--- src/rtl/mac_dotp_pkg.sv ---
// Shared types and constants for the streaming dot-product engine.
// Saturation limits are only consumed when MAC_DOTP_SAT_EN is defined.
package mac_dotp_pkg;

  localparam int unsigned DEF_DATA_W    = 16;
  localparam int unsigned DEF_ACC_W     = 32;
  localparam int unsigned DEF_NUM_TERMS = 3;

  // Widest accumulator the limit helper can describe.
  localparam int unsigned SAT_MAX_W = 256;

  typedef logic [SAT_MAX_W-1:0] sat_word_t;

  typedef enum logic {
    ST_IDLE  = 1'b0,
    ST_ACCUM = 1'b1
  } win_state_t;

  // Upper or lower clamp value of an acc_w-bit accumulator, right-aligned.
  function automatic sat_word_t sat_limit(input int unsigned acc_w,
                                          input logic        is_signed,
                                          input logic        upper);
    sat_word_t ones;
    sat_word_t hi;
    ones = '1;
    hi   = is_signed ? (ones >> (SAT_MAX_W - acc_w + 1)) : (ones >> (SAT_MAX_W - acc_w));
    if (upper) begin
      return hi;
    end
    return is_signed ? (sat_word_t'(1) << (acc_w - 1)) : '0;
  endfunction

endpackage

--- src/rtl/mac_dotp_mult_stage.sv ---
// Registered DATA_W x DATA_W multiplier that carries valid/first/last tags
// alongside the product.
module mac_dotp_mult_stage
  import mac_dotp_pkg::*;
#(
  parameter int unsigned DATA_W      = DEF_DATA_W,
  parameter int unsigned SIGNED_MODE = 0
) (
  input  logic                  clk,
  input  logic                  rst,
  input  logic                  valid,
  input  logic                  first,
  input  logic                  last,
  input  logic [DATA_W-1:0]     x,
  input  logic [DATA_W-1:0]     y,
  output logic                  prod_valid,
  output logic                  prod_first,
  output logic                  prod_last,
  output logic [2*DATA_W-1:0]   prod
);

  localparam int unsigned PROD_W = 2 * DATA_W;

  logic [PROD_W-1:0] prod_c;

  // Operands are widened first so the product is computed at full width.
  if (SIGNED_MODE != 0) begin : g_signed
    logic signed [PROD_W-1:0] xs;
    logic signed [PROD_W-1:0] ys;
    assign xs     = PROD_W'($signed(x));
    assign ys     = PROD_W'($signed(y));
    assign prod_c = xs * ys;
  end else begin : g_unsigned
    logic [PROD_W-1:0] xu;
    logic [PROD_W-1:0] yu;
    assign xu     = PROD_W'(x);
    assign yu     = PROD_W'(y);
    assign prod_c = xu * yu;
  end

  always_ff @(posedge clk) begin
    if (rst) begin
      prod_valid <= 1'b0;
      prod_first <= 1'b0;
      prod_last  <= 1'b0;
      prod       <= '0;
    end else begin
      prod_valid <= valid;
      prod_first <= first;
      prod_last  <= last;
      prod       <= prod_c;
    end
  end

endmodule

--- src/rtl/mac_dot_product.sv ---
// Streaming NUM_TERMS-point dot product with one-cycle result strobe.
// Define MAC_DOTP_SAT_EN for saturating accumulation and the o_ovf flag.
module mac_dot_product
  import mac_dotp_pkg::*;
#(
  parameter int unsigned DATA_W      = DEF_DATA_W,
  parameter int unsigned NUM_TERMS   = DEF_NUM_TERMS,
  parameter int unsigned ACC_W       = DEF_ACC_W,
  parameter int unsigned SIGNED_MODE = 0
) (
  input  logic                         i_Clk,
  input  logic                         i_Rst,
  input  logic                         i_valid,
  input  logic [DATA_W-1:0]            i_x,
  input  logic [DATA_W-1:0]            i_y,
  input  logic                         i_clear,
  output logic [ACC_W-1:0]             o_sum,
  output logic                         o_valid,
  output logic [$clog2(NUM_TERMS)-1:0] o_term,
  output logic                         o_busy
`ifdef MAC_DOTP_SAT_EN
  ,
  output logic                         o_ovf
`endif
);

  localparam int unsigned TERM_W    = $clog2(NUM_TERMS);
  localparam int unsigned PROD_W    = 2 * DATA_W;
  localparam int unsigned LAST_TERM = NUM_TERMS - 1;

  win_state_t        state;
  win_state_t        state_next;
  logic [TERM_W-1:0] term_next;
  logic              accept;
  logic              take_first;
  logic              take_last;

  logic              p_valid;
  logic              p_first;
  logic              p_last;
  logic [PROD_W-1:0] prod;

  logic [ACC_W-1:0]  acc;
  logic [ACC_W-1:0]  acc_next;
  logic [ACC_W-1:0]  base;
  logic [ACC_W-1:0]  addend;
  logic              s2_en;

  // Window FSM and term counter; a clear discards any pair offered with it.
  always_comb begin
    state_next = state;
    term_next  = o_term;
    accept     = i_valid && !i_clear;
    take_first = (o_term == '0);
    take_last  = (o_term == TERM_W'(LAST_TERM));
    case (state)
      ST_IDLE: begin
        if (accept) begin
          state_next = ST_ACCUM;
          term_next  = o_term + TERM_W'(1);
        end
      end
      ST_ACCUM: begin
        if (i_clear) begin
          state_next = ST_IDLE;
          term_next  = '0;
        end else if (i_valid) begin
          if (take_last) begin
            state_next = ST_IDLE;
            term_next  = '0;
          end else begin
            term_next  = o_term + TERM_W'(1);
          end
        end
      end
      default: begin
        state_next = ST_IDLE;
        term_next  = '0;
      end
    endcase
  end

  mac_dotp_mult_stage #(
    .DATA_W      (DATA_W),
    .SIGNED_MODE (SIGNED_MODE)
  ) u_mult (
    .clk        (i_Clk),
    .rst        (i_Rst),
    .valid      (accept),
    .first      (take_first),
    .last       (take_last),
    .x          (i_x),
    .y          (i_y),
    .prod_valid (p_valid),
    .prod_first (p_first),
    .prod_last  (p_last),
    .prod       (prod)
  );

  if (SIGNED_MODE != 0) begin : g_sext
    assign addend = ACC_W'($signed(prod));
  end else begin : g_zext
    assign addend = ACC_W'(prod);
  end

  // A clear kills a partial-window product in stage 1; a completed one survives.
  assign s2_en = p_valid && (p_last || !i_clear);

`ifdef MAC_DOTP_SAT_EN
  localparam logic [ACC_W-1:0] SAT_HI = ACC_W'(sat_limit(ACC_W, SIGNED_MODE != 0, 1'b1));
  localparam logic [ACC_W-1:0] SAT_LO = ACC_W'(sat_limit(ACC_W, SIGNED_MODE != 0, 1'b0));

  logic [ACC_W-1:0] raw_sum;
  logic             carry;
  logic             ovf_base;
  logic             over;
  logic             ovf_next;

  // Once a window has clamped, its accumulator is frozen until the next first term.
  always_comb begin
    base     = p_first ? '0 : acc;
    ovf_base = p_first ? 1'b0 : o_ovf;
    {carry, raw_sum} = (ACC_W+1)'(base) + (ACC_W+1)'(addend);
    if (SIGNED_MODE != 0) begin
      over = (base[ACC_W-1] == addend[ACC_W-1]) && (raw_sum[ACC_W-1] != base[ACC_W-1]);
    end else begin
      over = carry;
    end
    acc_next = raw_sum;
    ovf_next = 1'b0;
    if (ovf_base) begin
      acc_next = base;
      ovf_next = 1'b1;
    end else if (over) begin
      acc_next = ((SIGNED_MODE != 0) && addend[ACC_W-1]) ? SAT_LO : SAT_HI;
      ovf_next = 1'b1;
    end
  end
`else
  always_comb begin
    base     = p_first ? '0 : acc;
    acc_next = base + addend;
  end
`endif

  always_ff @(posedge i_Clk) begin
    if (i_Rst) begin
      state   <= ST_IDLE;
      o_term  <= '0;
      o_busy  <= 1'b0;
      acc     <= '0;
      o_sum   <= '0;
      o_valid <= 1'b0;
`ifdef MAC_DOTP_SAT_EN
      o_ovf   <= 1'b0;
`endif
    end else begin
      state   <= state_next;
      o_term  <= term_next;
      o_busy  <= (state_next == ST_ACCUM) || accept;
      o_valid <= 1'b0;
      if (s2_en) begin
        acc <= acc_next;
`ifdef MAC_DOTP_SAT_EN
        o_ovf <= ovf_next;
`endif
        if (p_last) begin
          o_sum   <= acc_next;
          o_valid <= 1'b1;
        end
      end
    end
  end

endmodule

--- config.mk ---
export PLATFORM = sky130hd
export DESIGN_NAME = mac_dot_product
export DESIGN_NICKNAME = d
export VERILOG_FILES = /design/src/rtl/mac_dotp_pkg.sv /design/src/rtl/mac_dotp_mult_stage.sv /design/src/rtl/mac_dot_product.sv
export SDC_FILE = /design/constraint.sdc
export NUM_CORES = 1
export LEC_CHECK = 0
export BUFFER_PORTS_ARGS = -buffer_cell sky130_fd_sc_hd__buf_4
export CAP_MARGIN = 20
export CORE_MARGIN = 5
export CORE_UTILIZATION = 64
export DETAILED_ROUTE_END_ITERATION = 16
export MAX_ROUTING_LAYER = met4
export PLACE_DENSITY = 0.83
export SYNTH_ARGS = -nofsm -noshare
export SYNTH_HDL_FRONTEND = slang
export SYNTH_HIERARCHICAL = 1
export SYNTH_SLANG_ARGS = --single-unit
--- constraint.sdc ---
create_clock -name i_Clk -period 7.1 [get_ports i_Clk]
set_clock_uncertainty 0.05 [all_clocks]
set_input_delay 1.065 -clock i_Clk [delete_from_list [all_inputs] [get_ports i_Clk]]
set_output_delay 1.065 -clock i_Clk [all_outputs]
set_load 0.01 [all_outputs]
Yosys cells after proc, flatten, opt, wreduce, memory -nomap -nowiden:

Index checks and enable logic that the tools add are counted.

* bits in registers: 104
* input bits: 36
* output and inout bits: 36
* logic and storage cells: 39

* add/subtract/negate cells: 2
* multiply operators: 1
* eq/ne operators: 3
* mux-type cells: 12
* bitwise logic cells: 2
* reduce and logical (&&, ||, !) cells: 9

Operators by type and width (number)
* $add A32 B32 Y32: 1
* $mul A16 B16 Y32: 1
* $mux W32: 1
* $mux W2: 4
* $mux W1: 5
* $pmux W2 S2: 1
* $reduce_and A2 Y1: 2
* $ne A3 B3 Y1 const B: 1
* $add A2 B1 Y2 const B: 1
* $eq A2 B2 Y1 const B: 1
* $logic_and A1 B1 Y1: 2
* $logic_not A2 Y1: 1
* $logic_or A1 B1 Y1: 2
* $ne A2 B2 Y1 const B: 1
* $not A1 Y1: 2
* $pmux W1 S2: 1
* $reduce_or A2 Y1: 1
* $logic_not A1 Y1: 1

Logic depth before layout (Yosys ltp):

Gate-level depths: netlist of run 1.

* depth in word-level cells: 6
* mapped depth: 22
* gate-level depth less buffers: 20

Modules after synthesis:

Netlist of run 1, hierarchy kept.

By module, submodules not included
* mac_dotp_mult_stage: instances 1, cells an instance 1071, area an instance 9461.6 sq um, sequential area each 700.7 sq um
* mac_dot_product: instances 1, cells an instance 585, area an instance 4560.6 sq um, sequential area each 1381.3 sq um

Worst setup path after synthesis of run 1:

Ideal clock, no wire load.

* path kind: input to register
* start point: input i_y[1]
* end point: register u_mult.prod[28]
* setup time: 0.123 ns
* arrival time: 6.252 ns
* data required time: 6.927 ns
* slack: 0.675 ns
* stages: 20
* buffers on the path: 2
* path through: clkbuf_1 > nand2_1 > fa_1 > fa_1 > inv_1 > fa_1 > fa_1 > fa_1 > inv_1 > fa_1 > inv_1 > ha_1 > clkbuf_2 > a21oi_1 > o21a_1 > a2bb2oi_1 > o211ai_1 > a31o_2 > a211oi_1 > mux2_1

* cells in the longest elaborated chain, start to end: 1

Ends and longest elaborated chain
* from (decl): RTL line mac_dot_product.sv:15 `input logic [DATA_W-1:0] i_y,`
* $mul A16 B16 Y32: RTL line mac_dotp_mult_stage.sv:38 `assign prod_c = xu * yu;`
* to (signal assigned): RTL line mac_dotp_mult_stage.sv:51 `prod <= prod_c;`
* to (decl): RTL line mac_dotp_mult_stage.sv:19 `output logic [2*DATA_W-1:0] prod`

Every way passes these cells.
A chain may end at the register's enable or synchronous reset.

Final worst setup path of run 1:

* start point: input i_x[14]
* end point: register u_mult.prod[28]

* cells in the longest elaborated chain, start to end: 1

Ends and longest elaborated chain
* from (decl): RTL line mac_dot_product.sv:14 `input logic [DATA_W-1:0] i_x,`
* $mul A16 B16 Y32: RTL line mac_dotp_mult_stage.sv:38

Every way passes these cells.

==> run_summary.xml, run 1 <==
<?xml version="1.0" encoding="UTF-8"?>
<metrics>
  <group name="timing">
    <metric name="final-hold-violation-count" unit="">0</metric>
    <metric name="timing_worst_slew_pin_value" unit="ns">1.098</metric>
    <metric name="achievable-frequency" unit="GHz">0.1563</metric>
    <metric name="setup_slack_of_the_critical_path_after_layout" unit="ns">0.7035</metric>
    <metric name="unrepaired_setup_endpoints_after_global_routing" unit="">false</metric>
    <metric name="post-route-min-period" unit="ns">6.396</metric>
    <metric name="relative_slew_slack" unit="">0.2682</metric>
    <metric name="setup_viol_count_final" unit="">0</metric>
    <metric name="timing.hold.ws" unit="ns">0.3986</metric>
    <metric name="timing.final.crit_share" unit="">0.9009</metric>
    <metric name="number_of_max_slew_violations_in_the_final_report" unit="">0</metric>
    <metric name="fin_tns_setup" unit="ns">0</metric>
  </group>
  <group name="cells_and_area">
    <metric name="final_layout_size_suffix_gt1_frac" unit="">0.07383</metric>
    <metric name="fillCellCount" unit="">1780</metric>
    <metric name="final_design_area_no_fill" unit="µm²">14840</metric>
    <metric name="layout-area-overhead-vs-synth" unit="%">5.809</metric>
    <metric name="n_antenna_cell" unit="">0</metric>
    <metric name="fin_nets" unit="">2031</metric>
  </group>
  <group name="die">
    <metric name="rows" unit="">54</metric>
    <metric name="core-area" unit="µm²">21690</metric>
    <metric name="die_area" unit="µm²">24970</metric>
    <metric name="floorplan.initialDensity" unit="">0.6465</metric>
    <metric name="dieWidth" unit="µm">158.0</metric>
    <metric name="design.portCount" unit="">72</metric>
    <metric name="dieHeight" unit="µm">158.0</metric>
  </group>
  <group name="pwr">
    <metric name="sequential_share_of_power" unit="">0.105</metric>
    <metric name="clock_power_share" unit="">0.063</metric>
    <metric name="pwr_density_cell" unit="nW/µm²">476.2</metric>
    <metric name="internal_power" unit="µW">3278</metric>
    <metric name="peakVddDrop" unit="mV">0.4867</metric>
    <metric name="comb_power_share" unit="">0.832</metric>
    <metric name="switching_share" unit="">0.5361</metric>
    <metric name="design_power_total" unit="µW">7066</metric>
    <metric name="p_switching" unit="µW">3788</metric>
    <metric name="power_leakage" unit="µW">0.007127</metric>
  </group>
  <group name="yosys">
    <metric name="syn-instance-count" unit="">1656</metric>
    <metric name="ys_seq_elements" unit="">104</metric>
    <metric name="synth.yosys.warnings" unit="">6</metric>
    <metric name="synth-compound-area-share" unit="">0.1133</metric>
    <metric name="syn-mean-instance-area" unit="µm²">8.468</metric>
    <metric name="netlist.top_cell.by_area" unit="">fa_1</metric>
    <metric name="asyncSetResetFlopFracSynth" unit="">0</metric>
    <metric name="synth_mux_area_frac" unit="">0.004908</metric>
    <metric name="synth_seq_area_share" unit="">0.1485</metric>
    <metric name="synth_edf_count" unit="">0</metric>
    <metric name="post-synth-top-count-cell" unit="">nand2_1</metric>
    <metric name="synth_adder_area_share" unit="">0.4024</metric>
    <metric name="main_combinational_cell_family_by_area_after_synthesis" unit="">adder cells</metric>
    <metric name="synth.top_cell.area_share" unit="">0.2784</metric>
    <metric name="post_synth_num_cell_types" unit="">75</metric>
    <metric name="cell_types_with_the_largest_area_share_after_synthesis" unit="">fa_1 (28%), dfxtp_1 (15%), ha_1 (12%)</metric>
    <metric name="yosys.area_share.simple" unit="">0.2140</metric>
    <metric name="synth-xor-area-share" unit="">0.02623</metric>
    <metric name="ys.flop_type" unit="">dfxtp_1</metric>
    <metric name="syn-num-nets" unit="">2026</metric>
    <metric name="netlist_area" unit="µm²">14020</metric>
    <metric name="ys_top_cells_by_count" unit="">nand2_1 (258), inv_1 (232), fa_1 (195), ha_1 (139), and2_1 (126)</metric>
  </group>
  <group name="cts">
    <metric name="numClockSinks" unit="">104</metric>
    <metric name="clk_pin_slew_worst_paths" unit="ns">0.06</metric>
    <metric name="cts_htree_levels" unit="">3</metric>
    <metric name="clock_latency" unit="ns">0.35</metric>
    <metric name="buffers_from_clock_root_to_sink_at_most" unit="">2</metric>
    <metric name="cts_root_buffer_type" unit="">clkbuf_16</metric>
    <metric name="cts.repair_timing.setup_buffer_count" unit="">0</metric>
    <metric name="cts_hold_buf" unit="">0</metric>
    <metric name="post_cts_resize_count" unit="">0</metric>
    <metric name="tritoncts" unit="">yes</metric>
    <metric name="cts_made_buffers" unit="">9</metric>
  </group>
  <group name="critical_path">
    <metric name="required" unit="ns">7.28</metric>
    <metric name="end_kind" unit="">flop</metric>
    <metric name="crit-reg2reg-launch" unit="">u_mult/prod_first</metric>
    <metric name="startpoint_type" unit="">primary input</metric>
    <metric name="worst-r2r-setup-slack" unit="ns">3.70</metric>
    <metric name="r2r-end" unit="">o_sum[28]</metric>
    <metric name="arrival" unit="ns">6.58</metric>
    <metric name="critical_path.max_fanout" unit="">16</metric>
    <metric name="timing_worst_setup_path_type" unit="">primary input to flop</metric>
    <metric name="r2r.worst_path.cells" unit="">12</metric>
  </group>
  <group name="place">
    <metric name="dp_worst_setup_slack" unit="ns">0.3693</metric>
    <metric name="numPortBuffers" unit="">71</metric>
    <metric name="gp_congestion" unit="">0.9216</metric>
    <metric name="dp.final_hpwl" unit="µm">25660</metric>
    <metric name="detailed_place.area" unit="µm²">14550</metric>
  </group>
  <group name="hold_path">
    <metric name="timing.hold.worst_endpoint" unit="">acc[28]</metric>
    <metric name="min-delay-path-class" unit="">flop to flop</metric>
    <metric name="worst_hold_path.num_cells" unit="">2</metric>
    <metric name="min-delay-start" unit="">acc[28]</metric>
  </group>
  <group name="detailed_routing">
    <metric name="drc" unit="">0</metric>
    <metric name="drt_wl_total" unit="µm">32170</metric>
    <metric name="wl_per_cell" unit="µm">16.53</metric>
    <metric name="routed_via_density" unit="">5.733</metric>
    <metric name="drt_first_pass_iters" unit="">5</metric>
    <metric name="drt_first_iter_violations" unit="">713</metric>
    <metric name="ant_nets" unit="">0</metric>
    <metric name="detailroute.via_count" unit="">11160</metric>
  </group>
  <group name="grt">
    <metric name="globalRouteTotalUtil" unit="">0.2739</metric>
    <metric name="grt_pass1_wl" unit="µm">54170</metric>
    <metric name="grt_start_max_net_pins" unit="">59</metric>
    <metric name="grt_pass1_vias" unit="">11390</metric>
    <metric name="grt_antenna_before_repair" unit="">0</metric>
    <metric name="grt-ovfl-total" unit="">0</metric>
  </group>
  <group name="run">
    <metric name="timing.max_cap.violations" unit="">0</metric>
  </group>
  <group name="outcome">
    <metric name="status" unit="">completed</metric>
  </group>
</metrics>
## critical path, stage by stage
cell	delay, ns
buf_4	0.18
and2_1	0.18
fa_1	0.56
inv_1	0.05
fa_1	0.47
inv_1	0.05
fa_1	0.48
fa_1	0.47
fa_1	0.52
inv_1	0.05
fa_1	0.47
inv_1	0.04
ha_1	0.37
a21oi_1	0.23
o21a_1	0.21
a2bb2oi_1	0.19
o211ai_1	0.11
a31o_2	0.25
a211oi_1	0.27
mux2_1	0.35
## metal layers
layer	GRT usage	routed length [µm]	vias up
met1	0.3659	13920	5345
met3	0.03800	2299	65
met4	0.08570	769	0
met5	-	0	-
met2	0.4374	15190	428
li1	-	-	5319
## flip-flops by register name (all words and copies together), names as in the netlist
register and count:
u_mult/prod_last 1, u_mult/prod 32, u_mult/prod_first 1, acc 32, state 1, o_busy 1
u_mult/prod_valid 1, o_term 2, o_valid 1, o_sum 32
## final cells by class
cell class | instances | area, µm² | area share
well taps | 280 | 350.3 | 0.02361
inverters | 232 | 870.8 | 0.05869
clock inverters | 3 | 17.52 | 0.001181
repair buffers | 78 | 593.1 | 0.03997
flip-flops and latches | 104 | 2082 | 0.1403
multi-input cells | 1236 | 10670 | 0.7193
clock buffers | 13 | 250.2 | 0.01687
## worst max-delay path by stage
stage | start | end | cells past startpoint
detailed placement | i_x[9] | u_mult/prod[28] | 20
finish | i_x[14] | u_mult/prod[28] | 20
global placement | i_y[4] | u_mult/prod[28] | 20
floorplan | i_y[1] | u_mult/prod[28] | 20
global route | i_y[4] | u_mult/prod[28] | 20
CTS | i_y[4] | u_mult/prod[28] | 20
## logic make-up after synthesis
kind of cell             after synthesis
XOR/XNOR                              42
buffers and inverters                316
multiplexers                           6
AND/OR/NAND/NOR                      614
adder cells (fa/ha/maj)              334
AO/OA/AOI/OAI                        240
flip-flops                           104
## layout by cell type (no fill, tap or decap), types with 32 or more instances in the layout
| cell type | instances |
|---|---|
| nand3_1 | 42 |
| dfxtp_1 | 104 |
| nor2b_1 | 43 |
| a21oi_1 | 106 |
| nand2_1 | 258 |
| buf_4 | 77 |
| nand4_1 | 32 |
| nor2_1 | 62 |
| ha_1 | 139 |
| and2_1 | 126 |
| inv_1 | 232 |
| fa_1 | 195 |
## power by group through the flow
stage	Sequential (µW)	Combinational [µW]	Clock [µW]
finish	740	5880	447
global route	745	6670	479
CTS	738	5860	457
detailed placement	750	5830	0
global placement	751	5710	0
floorplan	735	4590	0
## through the flow
stage                 util  std cells
floorplan                -       1656
global placement    0.6711       1929
detailed placement  0.6711       1929
CTS                 0.6834       1945
global route        0.6841       1946
finish              0.6841       1946
Note: power is estimated with default switching activity, not from simulation.
==> run 2, diff against run 1 <==
--- a/config.mk
+++ b/config.mk
@@ -8,10 +8,10 @@
 export BUFFER_PORTS_ARGS = -buffer_cell sky130_fd_sc_hd__buf_4
 export CAP_MARGIN = 20
 export CORE_MARGIN = 5
-export CORE_UTILIZATION = 64
+export CORE_UTILIZATION = 65
 export DETAILED_ROUTE_END_ITERATION = 16
 export MAX_ROUTING_LAYER = met4
-export PLACE_DENSITY = 0.83
+export PLACE_DENSITY = 0.84
 export SYNTH_ARGS = -nofsm -noshare
 export SYNTH_HDL_FRONTEND = slang
 export SYNTH_HIERARCHICAL = 1
==> constraint.sdc (replaced) <==
create_clock -name i_Clk -period 7.9 [get_ports i_Clk]
set_clock_uncertainty 0.05 [all_clocks]
set_input_delay 1.185 -clock i_Clk [delete_from_list [all_inputs] [get_ports i_Clk]]
set_output_delay 1.185 -clock i_Clk [all_outputs]
set_load 0.01 [all_outputs]
==> run_summary.xml, run 2 (synthesis gave the netlist of run 1 again) <==
<?xml version="1.0" encoding="UTF-8"?>
<metrics>
  <group name="outcome">
    <metric name="status" unit="">completed</metric>
  </group>
  <group name="critical_path">
    <metric name="crit-reg2reg-launch" unit="">u_mult/prod_first</metric>
    <metric name="crit_start" unit="">i_x[5]</metric>
    <metric name="required" unit="ns">8.08</metric>
    <metric name="cp_slowest_cell" unit="">fa_1</metric>
    <metric name="slowest_delay" unit="ns">0.56</metric>
    <metric name="crit_top_cell" unit="">fa_1</metric>
    <metric name="endpoint" unit="">u_mult/prod[28]</metric>
    <metric name="end_kind" unit="">flop</metric>
    <metric name="critical_path.max_fanout" unit="">16</metric>
    <metric name="worst_path_dominant_cell_family" unit="">adder cells</metric>
    <metric name="arrival" unit="ns">6.65</metric>
    <metric name="r2r.worst_path.cells" unit="">12</metric>
    <metric name="timing_worst_setup_path_type" unit="">primary input to flop</metric>
    <metric name="startpoint_type" unit="">primary input</metric>
    <metric name="number_of_buffer_and_inverter_instances_along_the_worst_setup_path" unit="">5</metric>
    <metric name="r2r-end" unit="">o_sum[28]</metric>
    <metric name="worst-r2r-setup-slack" unit="ns">4.04</metric>
    <metric name="worstSetupPathDepth" unit="">20</metric>
    <metric name="crit_chain" unit="">buf_4 &gt; and2_1 &gt; fa_1 &gt; inv_1 &gt; fa_1 &gt; inv_1 &gt; fa_1 &gt; fa_1 &gt; fa_1 &gt; inv_1 &gt; fa_1 &gt; inv_1 &gt; ha_1 &gt; a21oi_1 &gt; o21ai_0 &gt; a2bb2oi_1 &gt; o211ai_1 &gt; a31o_2 &gt; a211oi_1 &gt; mux2_1</metric>
  </group>
  <group name="cells_and_area">
    <metric name="fin_nets" unit="">2029</metric>
    <metric name="biggestRegsByFlops" unit="">acc x32, o_sum x32, u_mult/prod x32</metric>
    <metric name="n_antenna_cell" unit="">0</metric>
    <metric name="layout-area-overhead-vs-synth" unit="%">5.988</metric>
    <metric name="most-common-layout-cells" unit="">nand2_1 (258), inv_1 (232), fa_1 (195), ha_1 (139), and2_1 (126)</metric>
    <metric name="final_layout_size_suffix_gt1_frac" unit="">0.07272</metric>
    <metric name="layout_commonest_cell" unit="">nand2_1</metric>
    <metric name="fillCellCount" unit="">1719</metric>
  </group>
  <group name="die">
    <metric name="design.portCount" unit="">72</metric>
    <metric name="core-area" unit="µm²">21150</metric>
    <metric name="dieHeight" unit="µm">156.9</metric>
    <metric name="rows" unit="">53</metric>
    <metric name="floorplan.initialDensity" unit="">0.6629</metric>
    <metric name="die_area" unit="µm²">24610</metric>
    <metric name="dieWidth" unit="µm">156.9</metric>
  </group>
  <group name="detailed_routing">
    <metric name="routedLengthMet1" unit="µm">14080</metric>
    <metric name="routed_via_density" unit="">5.701</metric>
    <metric name="drc" unit="">0</metric>
    <metric name="wl_per_cell" unit="µm">16.50</metric>
    <metric name="drt_first_iter_violations" unit="">655</metric>
    <metric name="routed-wl-met2" unit="µm">15110</metric>
    <metric name="ant_nets" unit="">0</metric>
    <metric name="detailroute.via_count" unit="">11060</metric>
    <metric name="drt_wl_total" unit="µm">32000</metric>
    <metric name="highest_layer" unit="">met4</metric>
    <metric name="met3WireLength" unit="µm">2191</metric>
    <metric name="drt_first_pass_iters" unit="">5</metric>
  </group>
  <group name="cts">
    <metric name="buffers_from_clock_root_to_sink_at_most" unit="">2</metric>
    <metric name="numClockSinks" unit="">104</metric>
    <metric name="clk_pin_slew_worst_paths" unit="ns">0.06</metric>
    <metric name="cts_hold_buf" unit="">0</metric>
    <metric name="cts_root_buffer_type" unit="">clkbuf_16</metric>
    <metric name="post_cts_resize_count" unit="">0</metric>
    <metric name="cts.repair_timing.setup_buffer_count" unit="">0</metric>
    <metric name="cts_made_buffers" unit="">9</metric>
    <metric name="clock_latency" unit="ns">0.35</metric>
    <metric name="tritoncts" unit="">yes</metric>
    <metric name="cts_htree_levels" unit="">3</metric>
  </group>
  <group name="timing">
    <metric name="relative_slew_slack" unit="">0.2829</metric>
    <metric name="number_of_max_slew_violations_in_the_final_report" unit="">0</metric>
    <metric name="setup_viol_count_final" unit="">0</metric>
    <metric name="fin_tns_setup" unit="ns">0</metric>
    <metric name="unrepaired_setup_endpoints_after_global_routing" unit="">false</metric>
    <metric name="timing_worst_slew_pin_value" unit="ns">1.076</metric>
    <metric name="post-route-min-period" unit="ns">6.472</metric>
    <metric name="final-hold-violation-count" unit="">0</metric>
    <metric name="timing.final.crit_share" unit="">0.8193</metric>
    <metric name="achievable-frequency" unit="GHz">0.1545</metric>
  </group>
  <group name="hold_path">
    <metric name="min-delay-path-class" unit="">flop to flop</metric>
  </group>
  <group name="grt">
    <metric name="grt_pass1_wl" unit="µm">54120</metric>
    <metric name="grt_pass1_vias" unit="">11400</metric>
    <metric name="globalRouteTotalUtil" unit="">0.2756</metric>
    <metric name="grt-ovfl-total" unit="">0</metric>
    <metric name="grt_antenna_before_repair" unit="">0</metric>
    <metric name="grt_start_max_net_pins" unit="">94</metric>
  </group>
  <group name="pwr">
    <metric name="peakVddDrop" unit="mV">0.4195</metric>
    <metric name="design_power_total" unit="µW">6324</metric>
    <metric name="pwr_density_cell" unit="nW/µm²">425.5</metric>
    <metric name="power_leakage" unit="µW">0.007135</metric>
  </group>
  <group name="run">
    <metric name="timing.max_cap.violations" unit="">0</metric>
  </group>
  <group name="place">
    <metric name="gp_congestion" unit="">0.9310</metric>
    <metric name="numPortBuffers" unit="">71</metric>
    <metric name="dp.final_hpwl" unit="µm">25370</metric>
  </group>
</metrics>
run 2: layout make-up:
type	instances	area, µm²	area share
multi-input cells	1236	10670	0.7181
flip-flops and latches	104	2082	0.1401
inverters	232	870.8	0.05860
repair buffers	76	590.6	0.03974
well taps	275	344.1	0.02315
clock buffers	14	264.0	0.01776
clock inverters	2	37.54	0.002526
run 2: metal layers:
layer | vias to the layer above | global-route usage
met5 | - | -
met4 | 0 | 0.07190
met3 | 47 | 0.04065
met2 | 387 | 0.4483
met1 | 5317 | 0.3645
li1 | 5304 | -
run 2: stage by stage:
step / hold slack [ns] / util / instance area, µm² / std cells / setup WS (ns)
6_report: 0.4019 / 0.7025 / 14860 / 1939 / 1.428
5_1_grt: 0.4219 / 0.7025 / 14860 / 1939 / 1.194
4_1_cts: 0.4013 / 0.7012 / 14830 / 1938 / 1.461
3_5_place_dp: 0.3932 / 0.6870 / 14530 / 1922 / 1.098
3_3_place_gp: 0.3875 / 0.6870 / 14530 / 1922 / 1.191
2_1_floorplan: 0.3818 / - / 14020 / 1656 / 1.355
run 2: worst min path at each step:
stage             from      end  slack, ns  cells after the start
2_1_floorplan   acc[0]   acc[0]       0.38                      2
3_3_place_gp   acc[13]  acc[13]       0.39                      2
3_5_place_dp    acc[0]   acc[0]       0.39                      2
4_1_cts         acc[0]   acc[0]       0.40                      2
5_1_grt        acc[28]  acc[28]       0.42                      2
6_report        acc[0]   acc[0]       0.40                      2
run 2: where the power goes:
part	switching [µW]	internal [µW]	total (µW)
Clock	178	263	441
Combinational	3150	2070	5210
Sequential	36.3	631	668
run 2: worst min-delay path, delay by kind of cell (launching register included):
family	cells	cell delay, ns
flip-flops	1	0.30
AND/OR/NAND/NOR	1	0.05
AO/OA/AOI/OAI	1	0.05
